File: src/rtl/branch_resolve_ctrl_pkg.sv
`default_nettype none
// ============================================================================
// Module      : branch_resolve_ctrl_pkg
// Description : Shared types and constants for ID-stage branch resolution.
// Revision    : 1.0 - initial release
// ============================================================================
package branch_resolve_ctrl_pkg;

   typedef enum logic [1:0] {
      IDLE    = 2'd0,
      WAIT    = 2'd1,
      RESOLVE = 2'd2
   } brState_e;

   localparam logic       BR_BEQ         = 1'b0;
   localparam logic       BR_BNE         = 1'b1;
   localparam logic [1:0] CTR_WEAK_TAKEN = 2'b10;
   localparam int         MISS_CNT_W     = 16;

   // Two-bit saturating counter step toward the resolved direction.
   function automatic logic [1:0] ctrUpdate(input logic [1:0] ctr, input logic taken);
      if (taken) begin
         return (ctr == 2'b11) ? ctr : ctr + 2'b01;
      end else begin
         return (ctr == 2'b00) ? ctr : ctr - 2'b01;
      end
   endfunction

endpackage
`default_nettype wire

File: src/rtl/branch_resolve_ctrl_cond.sv
`default_nettype none
// ============================================================================
// Module      : branch_cond_eval
// Description : Branch condition evaluation (beq / bne) on two operands.
// Revision    : 1.0 - initial release
// ============================================================================
module branch_cond_eval
   import branch_resolve_ctrl_pkg::*;
(
   input  logic [31:0] A,
   input  logic [31:0] B,
   input  logic        Op,
   output logic        Taken
);

   always_comb begin
      Taken = (Op == BR_BNE) ? (A != B) : (A == B);
   end

endmodule
`default_nettype wire

File: src/rtl/branch_resolve_ctrl.sv
`default_nettype none
// ============================================================================
// Module      : branch_resolve_ctrl
// Description : ID-stage branch resolution, mispredict flush and BTB update.
// Revision    : 1.0 - initial release
// ============================================================================
module branch_resolve_ctrl
   import branch_resolve_ctrl_pkg::*;
#(
   parameter int MISS_W = MISS_CNT_W
)
(
   input  logic              Clk,
   input  logic              Rst,
   input  logic              BrValid,
   input  logic              BrOp,
   input  logic              OpReady,
   input  logic [31:0]       ReadA,
   input  logic [31:0]       ReadB,
   input  logic [31:0]       BrPC,
   input  logic [31:0]       BrTarget,
   input  logic              PredHit,
   input  logic              PredTaken,
   input  logic [1:0]        PredCtr,
   output logic              Stall,
   output logic              Flush,
   output logic [31:0]       RedirectPC,
   output logic              BtbWr,
   output logic [31:0]       BtbWrPC,
   output logic [31:0]       BtbWrTarget,
   output logic [1:0]        BtbWrCtr,
   output logic [MISS_W-1:0] MissCount
);

   brState_e          r_state;
   brState_e          w_nextState;
   logic              w_capture;

   logic              r_op;
   logic [31:0]       r_a;
   logic [31:0]       r_b;
   logic [31:0]       r_pc;
   logic [31:0]       r_target;
   logic              r_predEff;
   logic              r_predHit;
   logic [1:0]        r_predCtr;
   logic [MISS_W-1:0] r_missCount;

   logic              w_taken;
   logic              w_resolve;
   logic              w_mispredict;

   always_ff @(posedge Clk) begin
      if (Rst) begin
         r_state <= IDLE;
      end else begin
         r_state <= w_nextState;
      end
   end

   always_comb begin
      w_nextState = r_state;
      w_capture   = 1'b0;
      case (r_state)
         IDLE: begin
            if (BrValid) begin
               if (OpReady) begin
                  w_capture   = 1'b1;
                  w_nextState = RESOLVE;
               end else begin
                  w_nextState = WAIT;
               end
            end
         end
         WAIT: begin
            if (!BrValid) begin
               w_nextState = IDLE;
            end else if (OpReady) begin
               w_capture   = 1'b1;
               w_nextState = RESOLVE;
            end
         end
         RESOLVE: begin
            w_nextState = IDLE;
         end
         default: begin
            w_nextState = IDLE;
         end
      endcase
   end

   always_comb begin
      Stall = ((r_state == IDLE) && BrValid) || (r_state == WAIT);
   end

   always_ff @(posedge Clk) begin
      if (Rst) begin
         r_op      <= BR_BEQ;
         r_a       <= '0;
         r_b       <= '0;
         r_pc      <= '0;
         r_target  <= '0;
         r_predEff <= 1'b0;
         r_predHit <= 1'b0;
         r_predCtr <= '0;
      end else if (w_capture) begin
         r_op      <= BrOp;
         r_a       <= ReadA;
         r_b       <= ReadB;
         r_pc      <= BrPC;
         r_target  <= BrTarget;
         r_predEff <= PredHit & PredTaken;
         r_predHit <= PredHit;
         r_predCtr <= PredCtr;
      end
   end

   branch_cond_eval u_condEval (
      .A     (r_a),
      .B     (r_b),
      .Op    (r_op),
      .Taken (w_taken)
   );

   // Everything below depends only on state and captured values, never on live inputs.
   always_comb begin
      w_resolve    = (r_state == RESOLVE);
      w_mispredict = w_resolve && (w_taken != r_predEff);
      Flush        = w_mispredict;
      RedirectPC   = '0;
      if (w_mispredict) begin
         RedirectPC = w_taken ? r_target : (r_pc + 32'd4);
      end
      BtbWr       = w_resolve && (r_predHit || w_taken);
      BtbWrPC     = r_pc;
      BtbWrTarget = r_target;
      if (r_predHit) begin
         BtbWrCtr = ctrUpdate(r_predCtr, w_taken);
      end else begin
         BtbWrCtr = w_taken ? CTR_WEAK_TAKEN : 2'b00;
      end
      MissCount = r_missCount;
   end

   always_ff @(posedge Clk) begin
      if (Rst) begin
         r_missCount <= '0;
      end else if (w_mispredict && (r_missCount != {MISS_W{1'b1}})) begin
         r_missCount <= r_missCount + MISS_W'(1);
      end
   end

endmodule
`default_nettype wire

File: config.mk
export PLATFORM = sky130hd
export DESIGN_NAME = branch_resolve_ctrl
export DESIGN_NICKNAME = d
export VERILOG_FILES = /design/src/rtl/branch_resolve_ctrl_pkg.sv /design/src/rtl/branch_resolve_ctrl_cond.sv /design/src/rtl/branch_resolve_ctrl.sv
export SDC_FILE = /design/constraint.sdc
export NUM_CORES = 1
export LEC_CHECK = 0
export CAP_MARGIN = 0
export CORE_UTILIZATION = 40
export CTS_CLUSTER_DIAMETER = 120
export DETAILED_ROUTE_END_ITERATION = 10
export GPL_ROUTABILITY_DRIVEN = 0
export GPL_TIMING_DRIVEN = 0
export HOLD_SLACK_MARGIN = 0.02
export PLACE_DENSITY_LB_ADDON = 0.1
export SLEW_MARGIN = 10
export SYNTH_ARGS = -nofsm -noshare
export SYNTH_HDL_FRONTEND = slang
export SYNTH_HIERARCHICAL = 1
export SYNTH_SLANG_ARGS = --single-unit
File: constraint.sdc
create_clock -name Clk -period 2.3 [get_ports Clk]
set_input_delay 0.345 -clock Clk [delete_from_list [all_inputs] [get_ports Clk]]
set_output_delay 0.345 -clock Clk [all_outputs]
set_load 0.005 [all_outputs]
==> flow_summary.ini <==
[global_routing]
grt_pass1_vias = 6728
grt_pass1_wl_um = 36500
grtUsageTotal_pct = 26.7
grt_max_degree = 17
antenna_found_initial = 0
grt_overflow = 0

[routing]
routed-wl-met2_um = 11100
wire_per_inst_um = 16.4
ant_nets = 0
first_pass_iters = 5
drc = 0
vias_per_cell = 5.09
drt_wl_total_um = 23400
initialDrtViolationCount = 454
m1WireLength_um = 10600
met3WireLength_um = 1280
topRoutingLayerUsed = met4
vias = 7274

[yosys]
synth_cells = 898
async_flop_share_pct = 0
yosysMostFrequentCell = nand2_1
synth_edf_count = 0
netlist_area_mm2 = 0.00683
synthAdderAreaFrac_pct = 0.367
syn-num-nets = 1037
synthDominantCellAreaShare_pct = 44.3
yosysSeqAreaShare_pct = 44.3
synth_top_family_by_area = simple AND/OR/NAND/NOR gates
synth-compound-area-share_pct = 15.1
synth_seq_cells = 151
synth_cell_types = 44
synthXorXnorAreaFrac_pct = 8.98
yosys.area.top_type = dfxtp_1
synth_simple_gate_area_share_pct = 26.2
synth.area.mux_share_pct = 1.03
ys_top_cells_by_count = nand2_1, a21oi_1, dfxtp_1, xnor2_1, clkbuf_1
synthTopCellsByArea = dfxtp_1, nand2_1, a21oi_1
yosys_warnings = 6
avgSynthCellArea_um2 = 7.60
yosys_most_used_dff = dfxtp_1

[die]
dieArea_mm2 = 0.0176
row_count = 47
io_pins = 254
core_mm2 = 0.0166
die_x_um = 133
die_y_um = 133
initial_core_util_pct = 41.0

[power]
cellPowerDensity_mw_per_mm2 = 599
internal_power_mw = 4.77
seq_power_share_pct = 43.7
ir_drop_uv = 544
combPwrFrac_pct = 13.8
leakagePower_nw = 3.83
power.net_switching_mw = 1.73
clkPwrFrac_pct = 42.5
p_total_mw = 6.50
swShare_pct = 26.6

[timing]
hold_viol_final = 0
setup_violations = 52
slew_headroom_pct = 28.1
clock.fmax_mhz = 315
fin_setup_tns_ps = -30520
tightestPinTransition_ps = 1070
slew_violations = 0
whs_ps = 434
clock_skew_ps = 6.42
rsz0062_at_grt = true
fin_crit_sh_pct = 138
fin_crit_ps = 3170
setup_slack_ps = -873

[worst_setup_path]
arrival_ps = 2830
crit_path_top_delay_cell = dfxtp_2
path_class = reg2out
startpoint = r_b[3]
cp-start-kind = register
reg2reg_from = r_b[3]
crit_path_frequent_cell = buf_8
cp.required_ps = 1960
cp_max_fo = 5
critPathMaxStageDelay_ps = 340
worstPathCellList = xnor2_2, nand4_1, nor4_1, nand2_1, xnor2_1, buf_6, xor2_2, nand2_2, inv_2, buf_8, buf_8, o21ai_2, a211oi_2, buf_2
end_kind = output port

[cells_and_area]
layout.nets = 1335
n_fill_cell = 1447
multi_input_area_mm2 = 0.00395
finalCoreUtilization_pct = 65.2
antenna_cells = 0
areaGrowthSynthToFinish_pct = 58.8
register_area_mm2 = 0.00303
drive_gt1_share_pct = 16.2

[cts]
tritoncts = yes
path_clk_slew_ps = 60
hold_buffers = 0
clock_sinks = 151
clkLatencyLatePin_ps = 420
cts_inserted_buffers = 17
clk_path_buf_depth = 2
htreeDepth = 4
cts_root_buf = clkbuf_16

[placed_design]
io_buffers = 252
hpwl_um = 17100

[worst_hold_path]
hold_class = in2reg
hp-start = Rst

[run]
drv_cap = 0

[outcome]
status = finished with violations
violations = negative setup slack
kinds of logic after synthesis:
group / count (synthesis)
AND/OR/NAND/NOR: 403
AO/OA/AOI/OAI: 196
flip-flops: 151
XOR/XNOR: 70
buffers and inverters: 69
multiplexers: 7
adder cells (fa/ha/maj): 2
state kept, by name (all words and copies together) (netlist names):
register     flops
BtbWrPC         32
BtbWrTarget     32
MissCount       16
r_a             32
r_b             32
r_op             1
r_predCtr        2
r_predEff        1
r_predHit        1
r_state          2
worst paths after layout:
check / end / slack, ps / depth (start not counted)
max reg2reg: MissCount[4] / -320 / 15
max: RedirectPC[29] / -870 / 14
min: MissCount[9] / 430 / 3
min reg2reg: r_a[11] / 460 / 2
layout make-up:
class	instances	area share [%]
buffer	60	3.05
multi-input combinational	678	36.4
inverter	8	0.323
clock inverter	14	1.32
clock buffer	18	4.05
sequential	151	27.9
tap	220	2.54
timing repair buffer	280	24.3
power by group through the flow:
stage	Sequential, mW	Combinational [mW]	Clock, mW
6_report	2.84	0.899	2.76
5_1_grt	2.86	0.974	2.91
4_1_cts	2.84	0.864	2.80
3_5_place_dp	2.89	0.816	0
3_3_place_gp	2.88	0.812	0
2_1_floorplan	2.87	0.344	0
routing by layer:
layer / global-route usage, % / up-vias
met5: 0 / -
met4: 8.37 / 0
met3: 5.06 / 33
met2: 43.9 / 248
met1: 35.3 / 3391
li1: - / 3602
cell usage in the layout, fill, tap and decap left out, types with 10 or more instances in the layout:
cell type	instances
dfxtp_1	146
nor2_1	27
buf_4	16
nand2_1	284
nand3_1	13
xnor2_1	50
buf_6	12
nand4_1	18
clkbuf_1	38
o21ai_1	14
a21oi_1	149
buf_2	35
clkbuf_16	17
clkdlybuf4s50_1	216
xnor2_2	10
repair_timing:
item | CTS | global route
gates cloned | 1 | 0
hold endpoints to repair | 0 | 0
setup endpoints to repair | 52 | 120
resized for setup | 212 | 87
pin swaps | 22 | 22
setup buffers | 21 | 7
worst max-delay path: cells and delay by family, from the launching register on:
family | cells | cell delay (ps)
AOI/OAI and AO/OA | 2 | 210
xor gates and xnor gates | 3 | 590
buffers and inverters | 5 | 660
DFF | 1 | 340
and+or+nand+nor | 4 | 620
through the flow:
step | std cells | setup WS (ps) | cell area, um2
finish | 1429 | -873 | 10800
detailed placement | 1370 | -1140 | 9670
floorplan | 898 | -15.5 | 6870
global placement | 1370 | -1150 | 9670
global route | 1429 | -950 | 10800
CTS | 1424 | -844 | 10600
No activity file was read; power rests on OpenSTA's default activity.
==> edit, RTL diff (same settings) <==
Register the output `MissCount`, cleared by the reset; this adds one clock of latency there. The other outputs are not delayed to match.
--- a/src/rtl/branch_resolve_ctrl.sv
+++ b/src/rtl/branch_resolve_ctrl.sv
@@ -33,2 +33,4 @@
 );
+
+   logic [MISS_W-1:0] MissCount_d;
 
@@ -141,3 +143,3 @@
       end
-      MissCount = r_missCount;
+      MissCount_d = r_missCount;
    end
@@ -152,2 +154,10 @@
 
+   always_ff @(posedge Clk) begin
+      if (Rst) begin
+         MissCount <= '0;
+      end else begin
+         MissCount <= MissCount_d;
+      end
+   end
+
 endmodule
Behaviour: not the same (a bounded check fails within 4 cycles, from zero or initial values and one cycle with Rst high).
==> edit against the unedited design <==
The run still ends with negative setup slack left; global-route usage decreased by 0.72 points; total power up 5.5%; synthesized cell count up 3.3%; routed wire length grew 1.4%; clock skew up 0.0016 ns; sequential cell count rose by 16; area after synthesis rose by 5.9%; cell count is 2.1% higher; cell area grew 2.9%; worst setup slack got worse by 0.034 ns; count of clock-buffer cells in the layout stayed put; largest cell class unchanged.
==> edit: results (changes against the unedited design) <==
status complete, but fails checks; failing checks negative setup slack; detailed placer's ending HPWL 17,130 um (+0.23%); Cell variety after synth 42 (-4.5%); overall global routing resource usage 0.2599 (-0.007219); Post-Route WL 23,760 um (+1.4%); # port buffers 253 (+0.40%); syn nets 1,067 (+2.9%); first-pass GRT wire length 36,770 um (+0.85%); top cells by count, synth nand2_1, dfxtp_1, a21oi_1; area of the multi-input gates 4016 um2 (+1.6%); # setup viols final 52 (unchanged); # nets final 1,360 (+1.9%); layout cells sized above 1 0.1509 (-0.01127); number of setup buffers added after CTS 18 (-14%); Worst VDD drop 550.5 uV (+1.2%); fin cells 1,459 (+2.1%); post-route setup slack -0.9070 ns (-0.03381 ns); mux cell area share after synthesis 0.01489 (+0.004625); post-synthesis sequential area ratio 0.4625 (+0.01979); setup slack at placement -1.339 ns (-0.1944 ns); Avg Cell Area, Syn 7.789 um2 (+2.4%); detail-routed via count per cell 5.036 (-1.1%); R2R depth 19 (+4); fill count 1,576 (+8.9%)
==> edit: changes by cell type in the layout (fill, tap and decap cells not counted), moves of 7 or more <==
| cell | unedited run | this run |
|---|---|---|
| xor2_1 | 9 | 16 |
| dfxtp_1 | 146 | 161 |
| o21ai_1 | 14 | 5 |
| nor2b_1 | 1 | 15 |
| buf_1 | 6 | 13 |
| xnor2_1 | 50 | 42 |
| nand3_1 | 13 | 22 |
| clkbuf_1 | 38 | 31 |
==> edit: power groups by stage <==
stage	clock (mW)	combinational [mW]	sequential, mW
after detailed placement	0	0.828	3.17
after CTS	2.87	0.880	3.11
after floorplan	0	0.350	3.15
after global placement	0	0.824	3.17
final	2.83	0.905	3.12
after global routing	3.00	0.983	3.13
==> edit: layout make-up <==
class,count,area share
diodes,1,0.0002243
plain buffers,59,0.02759
clock buffers,18,0.03847
clock inverters,13,0.01301
inverters,5,0.002355
multi-input cells,696,0.3600
flip-flops and latches,167,0.3003
well taps,225,0.02523
repair buffers,275,0.2328
==> edit: worst paths after layout <==
| path | to | slack, ns | startpoint |
|---|---|---|---|
| setup / recovery | RedirectPC[29] | -0.91 | r_a[23] |
| hold / removal | r_a[14] | 0.45 | ReadA[14] |
| setup reg to reg | MissCount_d[11] | -0.90 | r_a[23] |
| hold reg to reg | r_b[21] | 0.47 | r_b[21] |
==> edit: layer usage <==
metal,GRT usage,up-vias,share of wire
met2,0.4250,260,0.48
met4,0.09444,0,0.018
met1,0.3386,3379,0.45
met5,0,-,0
li1,-,3680,-
met3,0.04996,29,0.059
==> edit: worst max-delay path, delay by kind of cell, from the launching register on <==
kind / cells / cell delay, ns
and+or+nand+nor: 5 / 0.92
buffers and inverters: 5 / 0.64
xor gates and xnor gates: 3 / 0.46
DFF: 1 / 0.34
AOI/OAI and AO/OA: 1 / 0.05
